==> src/rtl/verify_checksum_if.sv <==
// ----------------------------------------------------------------------------
// verify_checksum_if
// Byte-stream and verdict bundle for the FIX checksum checker.
//   data_i / data_valid_i / start_i : inbound byte stream (driven by master)
//   done_o / pass_o / err_o         : one-cycle verdict pulse, pass flag, error code
//   recv_checksum_o                 : binary value of the received digits (low 8 bits)
//   calc_checksum_o                 : computed sum mod 256
// The master modport belongs to the byte source; the checker uses the slave modport.
// ----------------------------------------------------------------------------
interface verify_checksum_if;
    logic [7:0] data_i;
    logic       data_valid_i;
    logic       start_i;
    logic       done_o;
    logic       pass_o;
    logic [2:0] err_o;
    logic [7:0] recv_checksum_o;
    logic [7:0] calc_checksum_o;

    modport master (
        output data_i, data_valid_i, start_i,
        input  done_o, pass_o, err_o, recv_checksum_o, calc_checksum_o
    );

    modport slave (
        input  data_i, data_valid_i, start_i,
        output done_o, pass_o, err_o, recv_checksum_o, calc_checksum_o
    );
endinterface

==> src/rtl/verify_checksum.sv <==
// ----------------------------------------------------------------------------
// verify_checksum
// Receive-side FIX checksum checker. Keeps a running mod-256 sum of the
// message, snapshots it at every SOH, recognises the "10=" trailer tag that
// follows an SOH, decodes the three ASCII digits and the closing SOH, and
// reports a verdict one cycle after the last accepted byte.
// Ports:
//   clk : clock, rising edge
//   rst : asynchronous active-low reset
//   bus : verify_checksum_if.slave (byte stream in, verdict out)
// Error codes: 0 none, 1 mismatch, 2 non-digit, 3 value>255,
//              4 missing terminator SOH, 5 length overflow.
// ----------------------------------------------------------------------------
module verify_checksum #(
    parameter logic [7:0]  SOH       = 8'h01,
    parameter logic [15:0] MAX_BYTES = 16'd4096
) (
    input  logic              clk,
    input  logic              rst,
    verify_checksum_if.slave  bus
);

    localparam logic [3:0] S_IDLE    = 4'd0;
    localparam logic [3:0] S_BODY    = 4'd1;
    localparam logic [3:0] S_SAW_SOH = 4'd2;
    localparam logic [3:0] S_SAW_1   = 4'd3;
    localparam logic [3:0] S_SAW_0   = 4'd4;
    localparam logic [3:0] S_DIG0    = 4'd5;
    localparam logic [3:0] S_DIG1    = 4'd6;
    localparam logic [3:0] S_DIG2    = 4'd7;
    localparam logic [3:0] S_TERM    = 4'd8;

    logic [3:0]  r_state;
    logic [7:0]  r_sum;
    logic [7:0]  r_snap;
    logic [15:0] r_len;
    logic [9:0]  r_val;
    logic        r_done;
    logic        r_pass;
    logic [2:0]  r_err;
    logic [7:0]  r_recv;
    logic [7:0]  r_calc;

    logic [7:0]  w_byte;
    logic        w_is_soh;
    logic        w_is_digit;
    logic        w_in_body;
    logic        w_len_over;
    logic [7:0]  w_sum_next;
    logic [9:0]  w_val_next;
    logic [2:0]  w_trailer_err;
    logic [3:0]  w_state_next;
    logic        w_finish;
    logic [2:0]  w_fin_err;

    assign w_byte     = bus.data_i;
    assign w_is_soh   = (w_byte == SOH);
    assign w_is_digit = (w_byte >= 8'h30) && (w_byte <= 8'h39);
    // Body-phase states where bytes feed the running sum and SOH snapshots.
    assign w_in_body  = (r_state == S_BODY) || (r_state == S_SAW_SOH) ||
                        (r_state == S_SAW_1) || (r_state == S_SAW_0);
    // Accepting one more byte when len already equals MAX_BYTES overflows.
    assign w_len_over = (r_len == MAX_BYTES);
    // Carry out of the 8-bit add is discarded: mod-256 arithmetic.
    assign w_sum_next = r_sum + w_byte;
    // For an ASCII digit the low nibble is already its binary value; 3 digits max 999.
    assign w_val_next = (r_val * 10'd10) + {6'd0, w_byte[3:0]};

    always_comb begin
        if (r_val > 10'd255)
            w_trailer_err = 3'd3;
        else if (r_val[7:0] != r_snap)
            w_trailer_err = 3'd1;
        else
            w_trailer_err = 3'd0;
    end

    always_comb begin
        w_state_next = r_state;
        w_finish     = 1'b0;
        w_fin_err    = 3'd0;
        if (bus.data_valid_i) begin
            if (bus.start_i) begin
                w_state_next = w_is_soh ? S_SAW_SOH : S_BODY;
            end else if (r_state != S_IDLE) begin
                if (w_len_over) begin
                    w_finish  = 1'b1;
                    w_fin_err = 3'd5;
                end else begin
                    case (r_state)
                        S_BODY:    w_state_next = w_is_soh ? S_SAW_SOH : S_BODY;
                        S_SAW_SOH: w_state_next = (w_byte == 8'h31) ? S_SAW_1 :
                                                  w_is_soh ? S_SAW_SOH : S_BODY;
                        S_SAW_1:   w_state_next = (w_byte == 8'h30) ? S_SAW_0 :
                                                  w_is_soh ? S_SAW_SOH : S_BODY;
                        S_SAW_0:   w_state_next = (w_byte == 8'h3D) ? S_DIG0 :
                                                  w_is_soh ? S_SAW_SOH : S_BODY;
                        S_DIG0, S_DIG1, S_DIG2: begin
                            if (w_is_digit) begin
                                w_state_next = r_state + 4'd1;
                            end else begin
                                w_finish  = 1'b1;
                                w_fin_err = 3'd2;
                            end
                        end
                        S_TERM: begin
                            w_finish  = 1'b1;
                            w_fin_err = w_is_soh ? w_trailer_err : 3'd4;
                        end
                        default:   w_state_next = S_IDLE;
                    endcase
                end
            end
        end
        if (w_finish)
            w_state_next = S_IDLE;
    end

    always_ff @(posedge clk or negedge rst) begin
        if (!rst) begin
            r_state <= S_IDLE;
            r_sum   <= 8'd0;
            r_snap  <= 8'd0;
            r_len   <= 16'd0;
            r_val   <= 10'd0;
            r_done  <= 1'b0;
            r_pass  <= 1'b0;
            r_err   <= 3'd0;
            r_recv  <= 8'd0;
            r_calc  <= 8'd0;
        end else begin
            r_done  <= w_finish;
            r_state <= w_state_next;
            if (bus.data_valid_i) begin
                if (bus.start_i) begin
                    // New message aborts any message in flight without a verdict.
                    r_sum  <= w_byte;
                    r_snap <= w_is_soh ? w_byte : 8'd0;
                    r_len  <= 16'd1;
                    r_val  <= 10'd0;
                end else if (r_state != S_IDLE && !w_len_over) begin
                    r_len <= r_len + 16'd1;
                    if (w_in_body) begin
                        r_sum <= w_sum_next;
                        if (w_is_soh)
                            r_snap <= w_sum_next;
                        // Entering the digit phase: start decoding from zero.
                        if (r_state == S_SAW_0 && w_byte == 8'h3D)
                            r_val <= 10'd0;
                    end else if ((r_state == S_DIG0 || r_state == S_DIG1 ||
                                  r_state == S_DIG2) && w_is_digit) begin
                        r_val <= w_val_next;
                    end
                end
            end
            if (w_finish) begin
                r_pass <= (w_fin_err == 3'd0);
                r_err  <= w_fin_err;
                r_recv <= r_val[7:0];
                r_calc <= r_snap;
            end
        end
    end

    assign bus.done_o          = r_done;
    assign bus.pass_o          = r_pass;
    assign bus.err_o           = r_err;
    assign bus.recv_checksum_o = r_recv;
    assign bus.calc_checksum_o = r_calc;

endmodule

==> src/flat_wrapper.sv <==
// flat-port wrapper written by rule: the top's interface ports become plain ports
module verify_checksum_flat 
#(
    parameter logic [7:0]  SOH       = 8'h01,
    parameter logic [15:0] MAX_BYTES = 16'd4096
)
  (clk, rst, bus_data_i, bus_data_valid_i, bus_start_i, bus_done_o, bus_pass_o, bus_err_o, bus_recv_checksum_o, bus_calc_checksum_o);
  verify_checksum_if bus_i ();
  input  logic clk;
  input  logic rst;
  input wire logic [$bits(bus_i.data_i)-1:0] bus_data_i;
  input wire logic [$bits(bus_i.data_valid_i)-1:0] bus_data_valid_i;
  input wire logic [$bits(bus_i.start_i)-1:0] bus_start_i;
  output wire logic [$bits(bus_i.done_o)-1:0] bus_done_o;
  output wire logic [$bits(bus_i.pass_o)-1:0] bus_pass_o;
  output wire logic [$bits(bus_i.err_o)-1:0] bus_err_o;
  output wire logic [$bits(bus_i.recv_checksum_o)-1:0] bus_recv_checksum_o;
  output wire logic [$bits(bus_i.calc_checksum_o)-1:0] bus_calc_checksum_o;
  assign bus_i.data_i = bus_data_i;
  assign bus_i.data_valid_i = bus_data_valid_i;
  assign bus_i.start_i = bus_start_i;
  assign bus_done_o = bus_i.done_o;
  assign bus_pass_o = bus_i.pass_o;
  assign bus_err_o = bus_i.err_o;
  assign bus_recv_checksum_o = bus_i.recv_checksum_o;
  assign bus_calc_checksum_o = bus_i.calc_checksum_o;
  verify_checksum #(.SOH(SOH), .MAX_BYTES(MAX_BYTES)) u_core (.clk(clk), .rst(rst), .bus(bus_i));
endmodule
==> config.mk <==
export PLATFORM = sky130hd
export DESIGN_NAME = verify_checksum_flat
export DESIGN_NICKNAME = d
export VERILOG_FILES = /design/src/rtl/verify_checksum_if.sv /design/src/rtl/verify_checksum.sv /design/src/flat_wrapper.sv
export SDC_FILE = /design/constraint.sdc
export NUM_CORES = 1
export LEC_CHECK = 0
export ABC_AREA = 0
export CAP_MARGIN = 20
export CELL_PAD_IN_SITES_DETAIL_PLACEMENT = 1
export CELL_PAD_IN_SITES_GLOBAL_PLACEMENT = 2
export CORE_AREA = 3 3 96 144
export DETAILED_ROUTE_END_ITERATION = 7
export DIE_AREA = 0 0 99 147
export PLACE_DENSITY_LB_ADDON = 0.1
export SETUP_SLACK_MARGIN = 0.4
export SKIP_CTS_REPAIR_TIMING = 1
export SLEW_MARGIN = 20
export SYNTH_ARGS = -nofsm -noshare
export SYNTH_HDL_FRONTEND = slang
export SYNTH_SLANG_ARGS = --single-unit
export TNS_END_PERCENT = 30
==> constraint.sdc <==
create_clock -name clk -period 2.7 [get_ports clk]
set_input_delay 0.81 -clock clk [delete_from_list [all_inputs] [get_ports clk]]
set_output_delay 0.81 -clock clk [all_outputs]
set_load 0.02 [all_outputs]
==> metrics.yaml, run 1 <==
design.die.area_sq_um: 14600
post-route-util: 0.463
worst_setup_path_end_kind: "flip-flop"
syn_nets: 492
drc_errors: 0
ys_seq_elements: 67
clk_latency_ps: 330
synth_ff_type: "dfrtp_1"
cp-start-kind: "flip-flop"
fp.coreArea_sq_um: 12600
final.setup.tns_ps: 0
cap_violations: 0
antenna_left: 0
grt_pass1_wl_um: 21200
synth_edf_count: 0
leakage_nw: 2.56
min_path_type: "flip-flop to flip-flop"
dp_worst_setup_slack_ps: -411
wl_per_cell_um: 18.5
cts-root-buf: "clkbuf_16"
power_density_nw_per_um2: 743
clk_pin_slew_worst_paths_ps: 60
numCtsBuffers: 9
hold_violations: 0
cts_sinks: 67
yosysSeqAreaShare: 0.390
synth.distinct_cells: 74
drtPass1Iterations: 4
drive_above_1_share: 0.269
grtUsageTotal: 0.184
maxSlewViolCount: 0
synth.most_common_cell: "nand2_1"
setup_viol: 0
rows: 50
fin_skew_ps: 8.72
status: "completed"
diodes: 0
irDropWorstVdd_mv: 0.374
worst_pin_slew_ps: 601
die_h_um: 147
placed_cell_area_sq_um: 5200
dp_hpwl_um: 9970
vias: 3645
wl_um: 13000
cts_tree: "built"
syn2layout_area_growth_pct: 35.3
critPathKind: "flip-flop to flip-flop"
die_x_um: 99
antenna_found_initial: 0
syn_avg_cell_area_sq_um: 9.56
cts_buffer_depth: 2
slew_headroom: 0.599
synth_top_area_frac: 0.390
yosysWarnings: 0
grt_overflow: 0
setup_ws_ps: 337
cts_max_level: 3
start_util: 0.342
synth.area.top_cells: "dfrtp_1, ha_1, nand2_1"
synth-async-reset-ratio: 1.00
rsz0062_at_grt: "yes"
critPathMaxFanout: 2
nets: 583
synth_area_leader_cell: "dfrtp_1"
ioPinCount: 33
io_buffers: 32
min_period_ps: 2360
netlist_top_cells_count: "nand2_1, dfrtp_1, nor2_1, xnor2_1, ha_1"
critical_path_arrival_ps: 2580
fillCellCount: 1422
register_area_sq_um: 1680
worstPathRequired_ps: 2910
place.gp.congestion: 0.796
grt_pass1_vias: 3969
max_freq_mhz: 423
grt_max_degree: 31
multi_input_area_sq_um: 2730
final_area_sq_um: 5820
vias_per_cell: 5.19
drtIter0Drc: 75
synthCells: 450
finalCritPeriodShare: 0.875
syn_area_sq_um: 4300
report_power, final:
group	internal [mW]	total, mW	switching [mW]
clock network	0.810	1.25	0.442
registers	1.22	1.42	0.209
logic	0.785	1.65	0.864
total	2.81	4.32	1.51
cells in the final DEF (no fill, tap or decap), types with 7 or more instances in the layout:
master,instances
nand2_1,74
dfrtp_1,65
buf_4,53
nor2_1,32
xnor2_1,28
clkdlybuf4s50_1,23
inv_1,16
a21oi_1,15
nand3_1,14
o21ai_0,13
ha_1,13
a22o_1,12
ha_4,10
clkbuf_16,9
nor3_1,7
o21ai_1,7
metrics by stage:
step / hold slack (ps) / power (mW) / instances
detailed placement: 467 / 2.92 / 679
finish: 473 / 4.32 / 702
global placement: 457 / 2.88 / 679
global route: 505 / 4.62 / 702
floorplan: 454 / 2.27 / 450
CTS: 478 / 4.20 / 695
cell type report:
class,count,share of cell area
Timing Repair Buffer,93,0.144
Sequential cell,67,0.288
Clock buffer,12,0.0406
Clock inverter,4,0.0129
Multi-Input combinational cell,351,0.468
Tap cell,156,0.0335
Inverter,19,0.0127
worst max-delay path, stage by stage, from the launching register on:
cell and delay (ps):
dfrtp_1 390, ha_1 280, ha_2 190, inv_2 40, fa_2 350, nand2b_4 160, a21oi_4 160, xor2_2 200
nand3_1 100, xnor3_1 190, a22o_1 190
routing by layer:
metal  global-route usage  routed length, um
met2                0.338               7210
met5                    0                  0
met4               0.0622                207
met3               0.0190                176
met1                0.219               5370
state kept, by name, summed over array words and instances, names as in the netlist:
register                    count
u_core.r_len                   16
u_core.bus.recv_checksum_o      8
u_core.r_snap                   8
u_core.r_sum                    8
u_core.r_val                   10
u_core.bus.calc_checksum_o      8
u_core.bus.pass_o               1
u_core.bus.err_o                3
u_core.r_state                  4
u_core.bus.done_o               1
cells by family after synthesis:
| family | count (synthesis) | synth area share |
|---|---|---|
| xor+xnor | 36 | 0.0765 |
| compound gates | 89 | 0.146 |
| flops | 67 | 0.390 |
| fa+ha+maj | 30 | 0.0924 |
| mux | 5 | 0.0125 |
| simple gates | 190 | 0.245 |
| buf+inv | 33 | 0.0381 |
worst paths after layout:
kind | startpoint | end | cells past startpoint | slack (ps)
min in group asynchronous | rst | u_core.r_len[3]$_DFFE_PN0P_ | 1 | 490
setup / recovery | u_core.r_val[1]$_DFFE_PN0P_ | u_core.r_val[9]$_DFFE_PN0P_ | 10 | 340
max in group asynchronous | rst | u_core.r_sum[3]$_DFFE_PN0P_ | 2 | 1570
hold reg to reg | u_core.bus.calc_checksum_o[7]$_DFFE_PN0N_ | u_core.bus.calc_checksum_o[7]$_DFFE_PN0N_ | 2 | 470
hold / removal | u_core.bus.calc_checksum_o[7]$_DFFE_PN0N_ | u_core.bus.calc_checksum_o[7]$_DFFE_PN0N_ | 2 | 470
setup reg to reg | u_core.r_val[1]$_DFFE_PN0P_ | u_core.r_val[9]$_DFFE_PN0P_ | 10 | 340
No activity file was read; power rests on OpenSTA's default activity.
==> run 2, diff against run 1 <==
--- a/config.mk
+++ b/config.mk
@@ -9,9 +9,9 @@
 export CAP_MARGIN = 20
 export CELL_PAD_IN_SITES_DETAIL_PLACEMENT = 1
 export CELL_PAD_IN_SITES_GLOBAL_PLACEMENT = 2
-export CORE_AREA = 3 3 96 144
+export CORE_AREA = 3 3 91 137
 export DETAILED_ROUTE_END_ITERATION = 7
-export DIE_AREA = 0 0 99 147
+export DIE_AREA = 0 0 94 140
 export PLACE_DENSITY_LB_ADDON = 0.1
 export SETUP_SLACK_MARGIN = 0.4
 export SKIP_CTS_REPAIR_TIMING = 1
==> constraint.sdc (replaced) <==
create_clock -name clk -period 2.2 [get_ports clk]
set_input_delay 0.66 -clock clk [delete_from_list [all_inputs] [get_ports clk]]
set_output_delay 0.66 -clock clk [all_outputs]
set_load 0.02 [all_outputs]
==> run 2 against run 1 <==
Effect of this change: the flow now finishes with violations (negative setup slack); combinational power up 57%; largest cell class unchanged; final cell count up 5.4%; non-clock buffer count up 44; sequential cell count unchanged; sequential power up 25%; worst setup slack worse by 440 ps; clock-buffer cell count down 1.
==> metrics.yaml, run 2 (synthesis results as in run 1) <==
status: "finished with violations"
violations: "negative setup slack"
final.setup.tns_ps: -156  # -156 ps
maxSlewViolCount: 0  # unchanged
start_util: 0.377  # +0.0349
cts_max_level: 3  # unchanged
drc_errors: 0  # unchanged
dp_hpwl_um: 10100  # +1.3%
wl_per_cell_um: 19.3  # +4.5%
cap_violations: 0  # unchanged
finalCritPeriodShare: 1.05  # +0.172
rows: 48  # -4.0%
design.die.area_sq_um: 13200  # -9.6%
layout_common_cells: "buf_4, dfrtp_1, nand2_1, nor2_1, dlymetal6s2s_1"
ioPinCount: 33  # unchanged
worstPathRequired_ps: 2430  # -480 ps
setup_ws_ps: -103  # -440 ps
final_common_cell: "buf_4"
nets: 627  # +7.5%
dpl.cell_count: 702  # +3.4%
vias: 3949  # +8.3%
syn2layout_area_growth_pct: 56.8
leakage_nw: 3.36  # +31%
grt_overflow: 0  # unchanged
critical_path_arrival_ps: 2530  # -50 ps
cts_buffer_depth: 2  # unchanged
reg2reg_depth: 10  # unchanged
grt_pass1_vias: 4182  # +5.4%
fp.coreArea_sq_um: 11400  # -9.3%
max_freq_mhz: 434  # +2.6%
vias_per_cell: 5.34  # +2.8%
cts-root-buf: "clkbuf_16"
hold_violations: 0  # unchanged
slew_headroom: 0.579  # -0.0200
top_register: "u_core.r_len"
worst_pin_slew_ps: 630  # +28.6 ps
worst_setup_path_end_kind: "flip-flop"
antenna_left: 0  # unchanged
cts_sinks: 67  # unchanged
power_density_nw_per_um2: 853  # +15%
r2r_setup_slack_ps: -100  # -440 ps
cp-start-kind: "flip-flop"
irDropWorstVdd_mv: 0.571  # +53%
setup_viol: 4  # +4
largest_register_ffs: 16  # unchanged
final_cell_count_no_fill: 740  # +5.4%
grtUsageTotal: 0.206  # +0.0225
min_period_ps: 2300  # -59.5 ps
clk_pin_slew_worst_paths_ps: 60  # about the same
critPathMaxFanout: 2  # unchanged
min_path_type: "input port to async pin"
cts_tree: "built"
drtPass1Iterations: 4  # unchanged
critPathKind: "flip-flop to flip-flop"
top_regs: "u_core.r_len: 16 flops, u_core.r_val: 10 flops"
drive_above_1_share: 0.444  # +0.175
p_total_mw: 5.75  # +33%
clk_latency_ps: 340  # about the same
rr_startpoint: "u_core.r_val[1]$_DFFE_PN0P_"
drtIter0Drc: 104  # +39%
fin_hold_ws_ps: 259  # -214 ps
r2r_end: "u_core.r_val[9]$_DFFE_PN0P_"
io_buffers: 32  # unchanged
numCtsBuffers: 9  # unchanged
fin_skew_ps: 7.55  # -1.17 ps
wl_um: 14300  # +10%
grt_pass1_wl_um: 21300  # +0.29%
place.gp.congestion: 0.824  # +3.5%
die_x_um: 94  # -5.1%
diodes: 0  # unchanged
antenna_found_initial: 0  # unchanged
rsz0062_at_grt: "yes"
grt_max_degree: 33  # +6.5%
die_h_um: 140  # -4.8%
run 2: cell types whose count changed in the layout (fill, tap and decap cells not counted), sizes merged:
cell / delta
buf: +40
dlymetal6s2s: +24
clkdlybuf4s50: -22
bufinv: -2
clkinv: +2
clkbuf: +1
clkinvlp: +1
run 2: critical path, cell delays in order (launching register included):
cell      delay [ps]
dfrtp_1          410
ha_4             290
ha_4             130
inv_2             30
fa_2             340
nand2b_4         150
a21oi_2          120
xor2_1           240
nand3_1          120
xnor3_1          190
a22o_1           180
run 2: through the flow:
| stage | util | setup WS [ps] | instance area [sq um] |
|---|---|---|---|
| 2_1_floorplan | - | -58.9 | 4430 |
| 3_3_place_gp | 0.486 | -644 | 5550 |
| 3_5_place_dp | 0.486 | -719 | 5550 |
| 4_1_cts | 0.511 | -378 | 5830 |
| 5_1_grt | 0.591 | -207 | 6750 |
| 6_report | 0.591 | -103 | 6750 |
run 2: cell type report:
type / count / area (sq um)
clock buffer: 11 / 253
clock inverter: 5 / 36.3
fill: 1236 / 4660
inverter: 19 / 88.8
multi-input combinational: 351 / 3150
sequential: 67 / 1680
tap: 150 / 188
timing repair buffer: 137 / 1350
run 2: routing by layer:
layer	part of all wire	GRT usage	routed length, um	up-vias
li1	-	-	-	1861
met1	0.39	0.233	5630	2038
met3	0.019	0.0392	267	13
met5	0	0	0	-
met2	0.57	0.384	8170	37
met4	0.015	0.0609	209	0
run 2: how the worst max path moves through the flow:
stage	to	cells after the start	slack, ps	startpoint
final	u_core.r_val[9]$_DFFE_PN0P_	10	-100	u_core.r_val[1]$_DFFE_PN0P_
after global placement	u_core.r_sum[7]$_DFFE_PN0P_	8	-640	bus_data_i[1]
after detailed placement	u_core.r_sum[7]$_DFFE_PN0P_	9	-720	bus_data_i[1]
after global routing	u_core.r_val[9]$_DFFE_PN0P_	10	-210	u_core.r_val[1]$_DFFE_PN0P_
after floorplan	u_core.r_val[9]$_DFFE_PN0P_	10	-60	u_core.r_val[1]$_DFFE_PN0P_
after CTS	u_core.r_snap[6]$_DFFE_PN0P_	9	-380	bus_data_i[1]
run 2: power by group:
part           internal [mW]  total, mW  switching [mW]  leakage [nW]
clock                  0.826       1.39           0.567         0.134
sequential              1.49       1.77           0.279         0.882
combinational           1.28       2.59            1.31          2.34
